===== src/rtl/i2s_sample_output.sv =====
// I2S output stage: buffers 16-bit mono samples in a small FIFO and serialises each one
// onto both stereo channels of an I2S frame, with BCLK/LRCLK derived from i_Clock.
module i2s_sample_output #(
    parameter int unsigned FIFO_DEPTH = 8,
    parameter int unsigned BCLK_DIV   = 4
) (
    input  logic                          i_Clock,
    input  logic                          i_Reset,
    input  logic                          i_SampleReady,
    input  logic [15:0]                   i_Sample,
    input  logic                          i_ClearFlags,
    output logic                          o_I2S_BCLK,
    output logic                          o_I2S_LRCLK,
    output logic                          o_I2S_DATA,
    output logic [$clog2(FIFO_DEPTH):0]   o_FifoLevel,
    output logic                          o_Overflow,
    output logic                          o_Underflow
);

    localparam int unsigned AW = $clog2(FIFO_DEPTH);
    localparam int unsigned LW = AW + 1;
    localparam int unsigned DW = $clog2(BCLK_DIV);

    localparam logic [DW-1:0] DivLast = DW'(BCLK_DIV - 1);
    localparam logic [LW-1:0] LvlFull = LW'(FIFO_DEPTH);
    localparam logic [4:0]    SlotLast = 5'd31;

    // Bit-clock divider
    logic [DW-1:0] div_q, div_d;
    logic          bclk_q, bclk_d;
    logic          bclk_fall;

    // Frame serialiser
    logic [4:0]    slot_q, slot_d;
    logic          lrclk_q, lrclk_d;
    logic          data_q, data_d;
    logic [31:0]   shift_q, shift_d;
    logic          frame_start;

    // Sample FIFO
    logic [15:0]   mem_q [FIFO_DEPTH];
    logic [AW-1:0] wr_ptr_q, wr_ptr_d;
    logic [AW-1:0] rd_ptr_q, rd_ptr_d;
    logic [LW-1:0] level_q, level_d;
    logic [15:0]   rd_data;
    logic          fifo_full;
    logic          fifo_empty;
    logic          push;
    logic          pop;
    logic          drop;
    logic          underrun;

    // Sticky flags
    logic          ovf_q, ovf_d;
    logic          unf_q, unf_d;

    always_comb begin
        div_d     = div_q + 1'b1;
        bclk_d    = bclk_q;
        bclk_fall = 1'b0;
        if (div_q == DivLast) begin
            div_d     = '0;
            bclk_d    = ~bclk_q;
            bclk_fall = bclk_q;
        end
    end

    assign frame_start = bclk_fall && (slot_q == SlotLast);
    assign fifo_full   = (level_q == LvlFull);
    assign fifo_empty  = (level_q == '0);
    assign rd_data     = mem_q[rd_ptr_q];

    // No bypass: a push landing on the frame-start edge is only visible to the next frame.
    assign pop      = frame_start && !fifo_empty;
    assign underrun = frame_start && fifo_empty;
    assign push     = i_SampleReady && (!fifo_full || pop);
    assign drop     = i_SampleReady && !push;

    always_comb begin
        wr_ptr_d = wr_ptr_q;
        rd_ptr_d = rd_ptr_q;
        level_d  = level_q;
        if (push) begin
            wr_ptr_d = wr_ptr_q + 1'b1;
        end
        if (pop) begin
            rd_ptr_d = rd_ptr_q + 1'b1;
        end
        unique case ({push, pop})
            2'b10:   level_d = level_q + 1'b1;
            2'b01:   level_d = level_q - 1'b1;
            default: level_d = level_q;
        endcase
    end

    // DATA always takes bit 31 of the shift register. After 31 shifts the previous
    // frame's LSB sits in bit 31, which yields the one-bit I2S delay at slot 0.
    always_comb begin
        slot_d  = slot_q;
        lrclk_d = lrclk_q;
        data_d  = data_q;
        shift_d = shift_q;
        if (bclk_fall) begin
            slot_d  = slot_q + 5'd1;
            lrclk_d = slot_d[4];
            data_d  = shift_q[31];
            if (frame_start) begin
                shift_d = pop ? {rd_data, rd_data} : 32'd0;
            end else begin
                shift_d = {shift_q[30:0], 1'b0};
            end
        end
    end

    // A set event in the same cycle as a clear wins.
    always_comb begin
        ovf_d = drop     | (ovf_q & ~i_ClearFlags);
        unf_d = underrun | (unf_q & ~i_ClearFlags);
    end

    always_ff @(posedge i_Clock) begin
        if (i_Reset) begin
            div_q    <= '0;
            bclk_q   <= 1'b0;
            slot_q   <= SlotLast;
            lrclk_q  <= 1'b0;
            data_q   <= 1'b0;
            shift_q  <= '0;
            wr_ptr_q <= '0;
            rd_ptr_q <= '0;
            level_q  <= '0;
            ovf_q    <= 1'b0;
            unf_q    <= 1'b0;
        end else begin
            div_q    <= div_d;
            bclk_q   <= bclk_d;
            slot_q   <= slot_d;
            lrclk_q  <= lrclk_d;
            data_q   <= data_d;
            shift_q  <= shift_d;
            wr_ptr_q <= wr_ptr_d;
            rd_ptr_q <= rd_ptr_d;
            level_q  <= level_d;
            ovf_q    <= ovf_d;
            unf_q    <= unf_d;
        end
    end

    // Storage needs no reset; the pointers and level define what is valid.
    always_ff @(posedge i_Clock) begin
        if (push) begin
            mem_q[wr_ptr_q] <= i_Sample;
        end
    end

    assign o_I2S_BCLK  = bclk_q;
    assign o_I2S_LRCLK = lrclk_q;
    assign o_I2S_DATA  = data_q;
    assign o_FifoLevel = level_q;
    assign o_Overflow  = ovf_q;
    assign o_Underflow = unf_q;

endmodule


===== config.mk =====
export PLATFORM = sky130hd
export DESIGN_NAME = i2s_sample_output
export DESIGN_NICKNAME = d
export VERILOG_FILES = /design/src/rtl/i2s_sample_output.sv
export SDC_FILE = /design/constraint.sdc
export NUM_CORES = 1
export LEC_CHECK = 0
export BUFFER_PORTS_ARGS = -buffer_cell sky130_fd_sc_hd__buf_4
export CAP_MARGIN = 20
export CORE_ASPECT_RATIO = 1.4
export CORE_MARGIN = 5
export CORE_UTILIZATION = 42
export CTS_BUF_LIST = sky130_fd_sc_hd__clkbuf_16
export CTS_CLUSTER_DIAMETER = 120
export DETAILED_ROUTE_END_ITERATION = 10
export SLEW_MARGIN = 5
export SYNTH_ARGS = -nofsm -noshare
export SYNTH_HDL_FRONTEND = slang
export SYNTH_SLANG_ARGS = --single-unit

===== constraint.sdc =====
create_clock -name i_Clock -period 3.9 [get_ports i_Clock]
set_input_delay 1.17 -clock i_Clock [delete_from_list [all_inputs] [get_ports i_Clock]]
set_output_delay 1.17 -clock i_Clock [all_outputs]
set_load 0.02 [all_outputs]

==> results of run 1 <==
## stage by stage
| step | total power, W | cell area, µm² |
|---|---|---|
| after floorplan | 0.002286 | 7103 |
| after global placement | 0.002352 | 7579 |
| after detailed placement | 0.002359 | 7579 |
| after CTS | 0.004001 | 8148 |
| after global routing | 0.004099 | 8148 |
| final | 0.003953 | 8148 |
## layout make-up
class	count	area (µm²)
multi-input cells	197	2008
flip-flops and latches	185	4986
well taps	203	254.0
clock buffers	17	425.4
inverters	4	15.01
clock inverters	15	143.9
fillers	1400	8528
repair buffers	42	315.3
## sequential cells by signal (all words and copies together), names as in the netlist, named ones only
name / count
mem_q: 128
shift_q: 32
slot_q: 5
o_FifoLevel: 4
rd_ptr_q: 3
wr_ptr_q: 3
div_q: 2
o_I2S_BCLK: 1
o_I2S_DATA: 1
o_I2S_LRCLK: 1
o_Overflow: 1
o_Underflow: 1
## worst max-delay path: stages (launching register included)
cell,delay [ps]
dfxtp_1,380
ha_1,210
and3_1,160
ha_1,210
nand3_2,150
or3_1,400
inv_2,100
ha_1,260
a21oi_1,190
and2_1,190
or4b_1,430
a31oi_1,160
## where the power goes
part	total, W	internal [W]	leakage (nW)	switching (W)
clock network	0.00164	0.000893	0.268	0.000750
logic	0.000151	0.0000618	0.814	0.0000889
registers	0.00216	0.00214	1.62	0.0000193
## final timing paths
check	to	cells past startpoint	from	slack [ps]
max	o_FifoLevel[3]$_SDFFE_PP0P_	11	slot_q[0]$_SDFFE_PP1P_	990
min	div_q[0]$_SDFF_PP0_	1	div_q[0]$_SDFF_PP0_	420
max reg2reg	o_FifoLevel[3]$_SDFFE_PP0P_	11	slot_q[0]$_SDFFE_PP1P_	990
min reg2reg	div_q[0]$_SDFF_PP0_	1	div_q[0]$_SDFF_PP0_	420
## per-layer routing
| metal | share of wire [%] | vias up | routed length, µm |
|---|---|---|---|
| met5 | 0 | - | 0 |
| met4 | 3.3 | 0 | 428 |
| met3 | 3.1 | 22 | 400 |
| met2 | 52 | 68 | 6808 |
| met1 | 42 | 1910 | 5445 |
| li1 | - | 1700 | - |
## cells in the final DEF (no fill, tap or decap), types with 3 or more instances in the layout
cell type,instances
inv_6,3
nand2_1,11
nor2_1,23
nor3_2,5
ha_1,7
mux4_2,32
buf_4,42
xnor2_1,4
clkinv_4,3
clkinvlp_4,4
and3_1,3
dfxtp_1,56
a221o_1,31
nor2b_1,3
edfxtp_1,128
mux2i_1,17
mux2_1,3
xor2_1,4
clkbuf_16,17
nand2b_1,5
nor2_2,11
a21oi_1,7
inv_1,3
## logic make-up after synthesis
group / Yosys count / synth area share (%)
XOR/XNOR: 8 / 0.9863
AO/OA/AOI/OAI: 49 / 6.059
adder cells (fa/ha/maj): 8 / 1.515
buffers and inverters: 27 / 2.026
flip-flops: 185 / 70.18
multiplexers: 52 / 13.02
AND/OR/NAND/NOR: 80 / 6.218
==> impl_metrics.toml, run 1 <==
[status]
status = "completed"

[cells_and_area]
drive_gt1_share_pct = 28.48
utilization_pct = 48.86
nNetsFinal = 475
syn_to_final_growth_pct = 14.71
instances_no_fill = 663
diodes = 0

[timing]
fmax_ghz = 0.3431
post-route-period-util_pct = 74.73
tns_ps = 0
grt_setup_unrepaired = "false"
finalCriticalPeriod_ps = 2915
holdWs_ps = 424.6
relSlewSlack_pct = 63.79
setup_ws_ps = 985.5
hold_viol = 0
slew_viol_final = 0
max_slew.worst_pin.slew_ps = 542.4
finClkSkew_ps = 11.80
final-setup-viol-count = 0

[grt]
grt_pass1_vias = 3868
grt_max_degree = 33
antenna_found_initial = 0
grt_pass1_wl_um = 21290
grt-busiest-layer = "met2"
met3_usage_pct = 2.652
gr-usage-met1_pct = 17.46
track_usage_pct = 14.49
overflow = 0
grtUsageMet2_pct = 24.64

[floorplanning]
die_w_um = 119.9
die_h_um = 163.9
dieArea_mm2 = 0.01965
io_pins = 29
rows = 56
initial_core_util_pct = 42.59
fp.coreArea_mm2 = 0.01668

[place]
place_hpwl_um = 7921
dp_cells = 631
port_buffers = 28
pre_cts_ws_ps = 746.7
gp_congestion = 0.7350

[setup_path]
worstPathArrival_ps = 3270
cp_max_fo = 7
worstSetupEndpointType = "register"
startpoint_type = "register"
path_class = "reg -> reg"
cp.required_ps = 4250

[logic_synthesis]
synth_area_mm2 = 0.007103
ys.flop_type = "edfxtp_1"
ys_types = 46
synth_cells = 409
ys_seq_area_share_pct = 70.18
yosysWarnings = 0
synth_edf_count = 128
synth.top_cell.area_share_pct = 54.11
synth.avg_cell_area_um2 = 17.37
yosys.area.top_type = "edfxtp_1"
synthTopCellsByCount = "128 x edfxtp_1, 57 x dfxtp_1, 32 x mux4_2"
synth-seq-cells = 185
syn_nets = 437
synth.most_common_cell = "edfxtp_1"
synth_area_leaders = "edfxtp_1 54%, dfxtp_1 16%, mux4_2 10%"
async_reset_ff_share_pct = 0

[run]
cap_violations = 0

[cts]
post-cts-setup-buffer-count = 0
htree_levels = 4
cts_made_buffers = 17
clock_latency_ps = 430
cts_root_buffer = "clkbuf_16"
clockBufferDepth = 2
cts.repair.resized = 0
path_clk_slew_ps = 70
clock-sinks = 185
cts_tree = "built"
cts-hold-fix-buffers = 0

[detailed_routing]
first_pass_iters = 4
ant_nets = 0
num_vias = 3700
drc = 0
wl_um = 13080
drt_iter0_drc = 272
drt-vias-per-instance = 5.581
routedWlPerCell_um = 19.73

[pwr]
power_leakage_nw = 2.706
power_density_mw_per_mm2 = 485.1
max-vdd-ir-drop_uv = 284.7

[hold_path]
hold_path.class = "reg -> reg"
(Power assumes the default switching activity.)
==> run 2: changes to the inputs <==
clock period = 2.7 ns   (was 3.9 ns; I/O delays follow)
==> run 2 against run 1 <==
Sequential share of layout area down 1.4 points; final area up 2.5%; total power up 42%; die area unchanged; critical endpoint unchanged; final cell count up 1.2%; clock-buffer cell count unchanged; non-clock buffer count up 8.
==> impl_metrics.toml, run 2 (synthesis results as in run 1) <==
[pwr]
p_seq_share_pct = 55.4
max-vdd-ir-drop_uv = 337.3
power_frac_clock_pct = 40.2
switching_share_pct = 20.96
p_switching_w = 0.001180
power_leakage_nw = 2.759
p_total_w = 0.005631
power_density_mw_per_mm2 = 674.1
combPwrFrac_pct = 4.4
internal-power_w = 0.004450

[cts]
cts_tree = "built"
path_clk_slew_ps = 70
cts_made_buffers = 17
clock-sinks = 185
cts_root_buffer = "clkbuf_16"
htree_levels = 4
clockBufferDepth = 2
clock_latency_ps = 420

[timing]
slew_viol_final = 0
hold_viol = 0
finClkSkew_ps = 7.625
final-setup-viol-count = 0
grt_setup_unrepaired = "false"
post-route-period-util_pct = 97.41
holdWs_ps = 436.1
finalCriticalPeriod_ps = 2630
setup_ws_ps = 69.94
max_slew.worst_pin.slew_ps = 658.6
fmax_ghz = 0.3802
relSlewSlack_pct = 56.04

[setup_path]
critical_path.endpoint = "o_FifoLevel[3]$_SDFFE_PP0P_"
worstPathArrival_ps = 2980
path_class = "reg -> reg"
cp_max_fo = 3
startpoint_type = "register"
cp_slowest_stage_delay_ps = 440
crit_start = "slot_q[1]$_SDFFE_PP1P_"
reg2reg_to = "o_FifoLevel[3]$_SDFFE_PP0P_"
cpMostUsedCell = "ha_4"
rr_worst_depth = 11
cp.required_ps = 3050
worstSetupEndpointType = "register"
cp_slowest_cell = "or4b_1"
worstReg2RegStart = "slot_q[1]$_SDFFE_PP1P_"
rrSetupSlack_ps = 70
cp_cell_sequence = "ha_4, and3_4, ha_4, nand3_2, or3_4, inv_4, ha_4, a21oi_4, and2_4, or4b_1, a31oi_1"

[cells_and_area]
nNetsFinal = 483
reg_top3 = "mem_q (128), shift_q (32), slot_q (5)"
largest_register_ffs = 128
diodes = 0
drive_gt1_share_pct = 30.56
layout_commonest_cell = "edfxtp_1"
final_cell_mix = "128 x edfxtp_1, 54 x dfxtp_1, 42 x buf_4"
syn_to_final_growth_pct = 17.60
instances_no_fill = 671
utilization_pct = 50.09
largest-register = "mem_q"

[place]
pre_cts_ws_ps = -75.16
place_hpwl_um = 8119
gp_congestion = 0.7182
port_buffers = 28
dp_cells = 636

[floorplanning]
rows = 56
dieArea_mm2 = 0.01965
io_pins = 29
die_h_um = 163.9
initial_core_util_pct = 42.59
fp.coreArea_mm2 = 0.01668
die_w_um = 119.9

[grt]
overflow = 0
grt-busiest-layer = "met2"
grt_max_degree = 33
met3_usage_pct = 3.169
grtUsageMet2_pct = 24.71
antenna_found_initial = 0
track_usage_pct = 14.64
grt_pass1_wl_um = 21620
grt_pass1_vias = 3968
gr-usage-met1_pct = 18.32

[detailed_routing]
routedWlPerCell_um = 19.91
num_vias = 3699
first_pass_iters = 4
drt-vias-per-instance = 5.513
drc = 0
wl_um = 13360
ant_nets = 0
drt_iter0_drc = 187

[hold_path]
holdPathStages = 1
hold_path.class = "reg -> reg"

[status]
status = "completed"

[run]
cap_violations = 0
run 2: worst min-delay path by stage:
stage	startpoint	end	slack, ps
after global routing	div_q[0]$_SDFF_PP0_	div_q[0]$_SDFF_PP0_	450
after global placement	div_q[0]$_SDFF_PP0_	div_q[0]$_SDFF_PP0_	410
final	div_q[0]$_SDFF_PP0_	div_q[0]$_SDFF_PP0_	440
after CTS	div_q[0]$_SDFF_PP0_	div_q[0]$_SDFF_PP0_	440
after detailed placement	div_q[0]$_SDFF_PP0_	div_q[0]$_SDFF_PP0_	420
after floorplan	div_q[0]$_SDFF_PP0_	div_q[0]$_SDFF_PP0_	400
run 2: what timing repair did:
action                                 CTS  global route
endpoints found under the hold margin    0             0
setup endpoints to repair                1             1
gates resized for setup                  6             8
hold buffers                             0             0
pin swaps                                1             5
buffers inserted                         1             1
run 2: critical path: cells and delay by family, from the launching register on:
kind / cells / cell delay, ps
and+or+nand+nor: 5 / 1300
adders and majority gates: 3 / 480
DFF: 1 / 370
AOI/OAI and AO/OA: 2 / 310
buffers and inverters: 1 / 90
run 2: layout make-up:
cell class,instances,area (µm²)
fill,1387,8323
sequential,185,4991
multi-input combinational,197,2083
timing repair buffer,50,470.5
clock buffer,17,425.4
tap,203,254.0
clock inverter,15,111.4
inverter,4,17.52
run 2: layer usage:
metal	vias to the layer above	wire length (µm)
li1	1722	-
met1	1906	5896
met2	59	6936
met3	12	336
met4	0	188
met5	-	0
run 2: power by group through the flow:
| stage | Clock [W] | Sequential, W | Combinational [W] |
|---|---|---|---|
| 6_report | 0.00226 | 0.00312 | 0.000245 |
| 5_1_grt | 0.00243 | 0.00313 | 0.000268 |
| 4_1_cts | 0.00233 | 0.00312 | 0.000245 |
| 3_5_place_dp | 0 | 0.00318 | 0.000244 |
| 3_3_place_gp | 0 | 0.00318 | 0.000238 |
| 2_1_floorplan | 0 | 0.00318 | 0.000120 |
run 2: through the flow:
stage | setup TNS [ps] | cell area, µm²
6_report | 0 | 8353
2_1_floorplan | -7425 | 7121
3_3_place_gp | 0 | 7717
5_1_grt | 0 | 8353
4_1_cts | 0 | 8287
3_5_place_dp | -75.16 | 7717
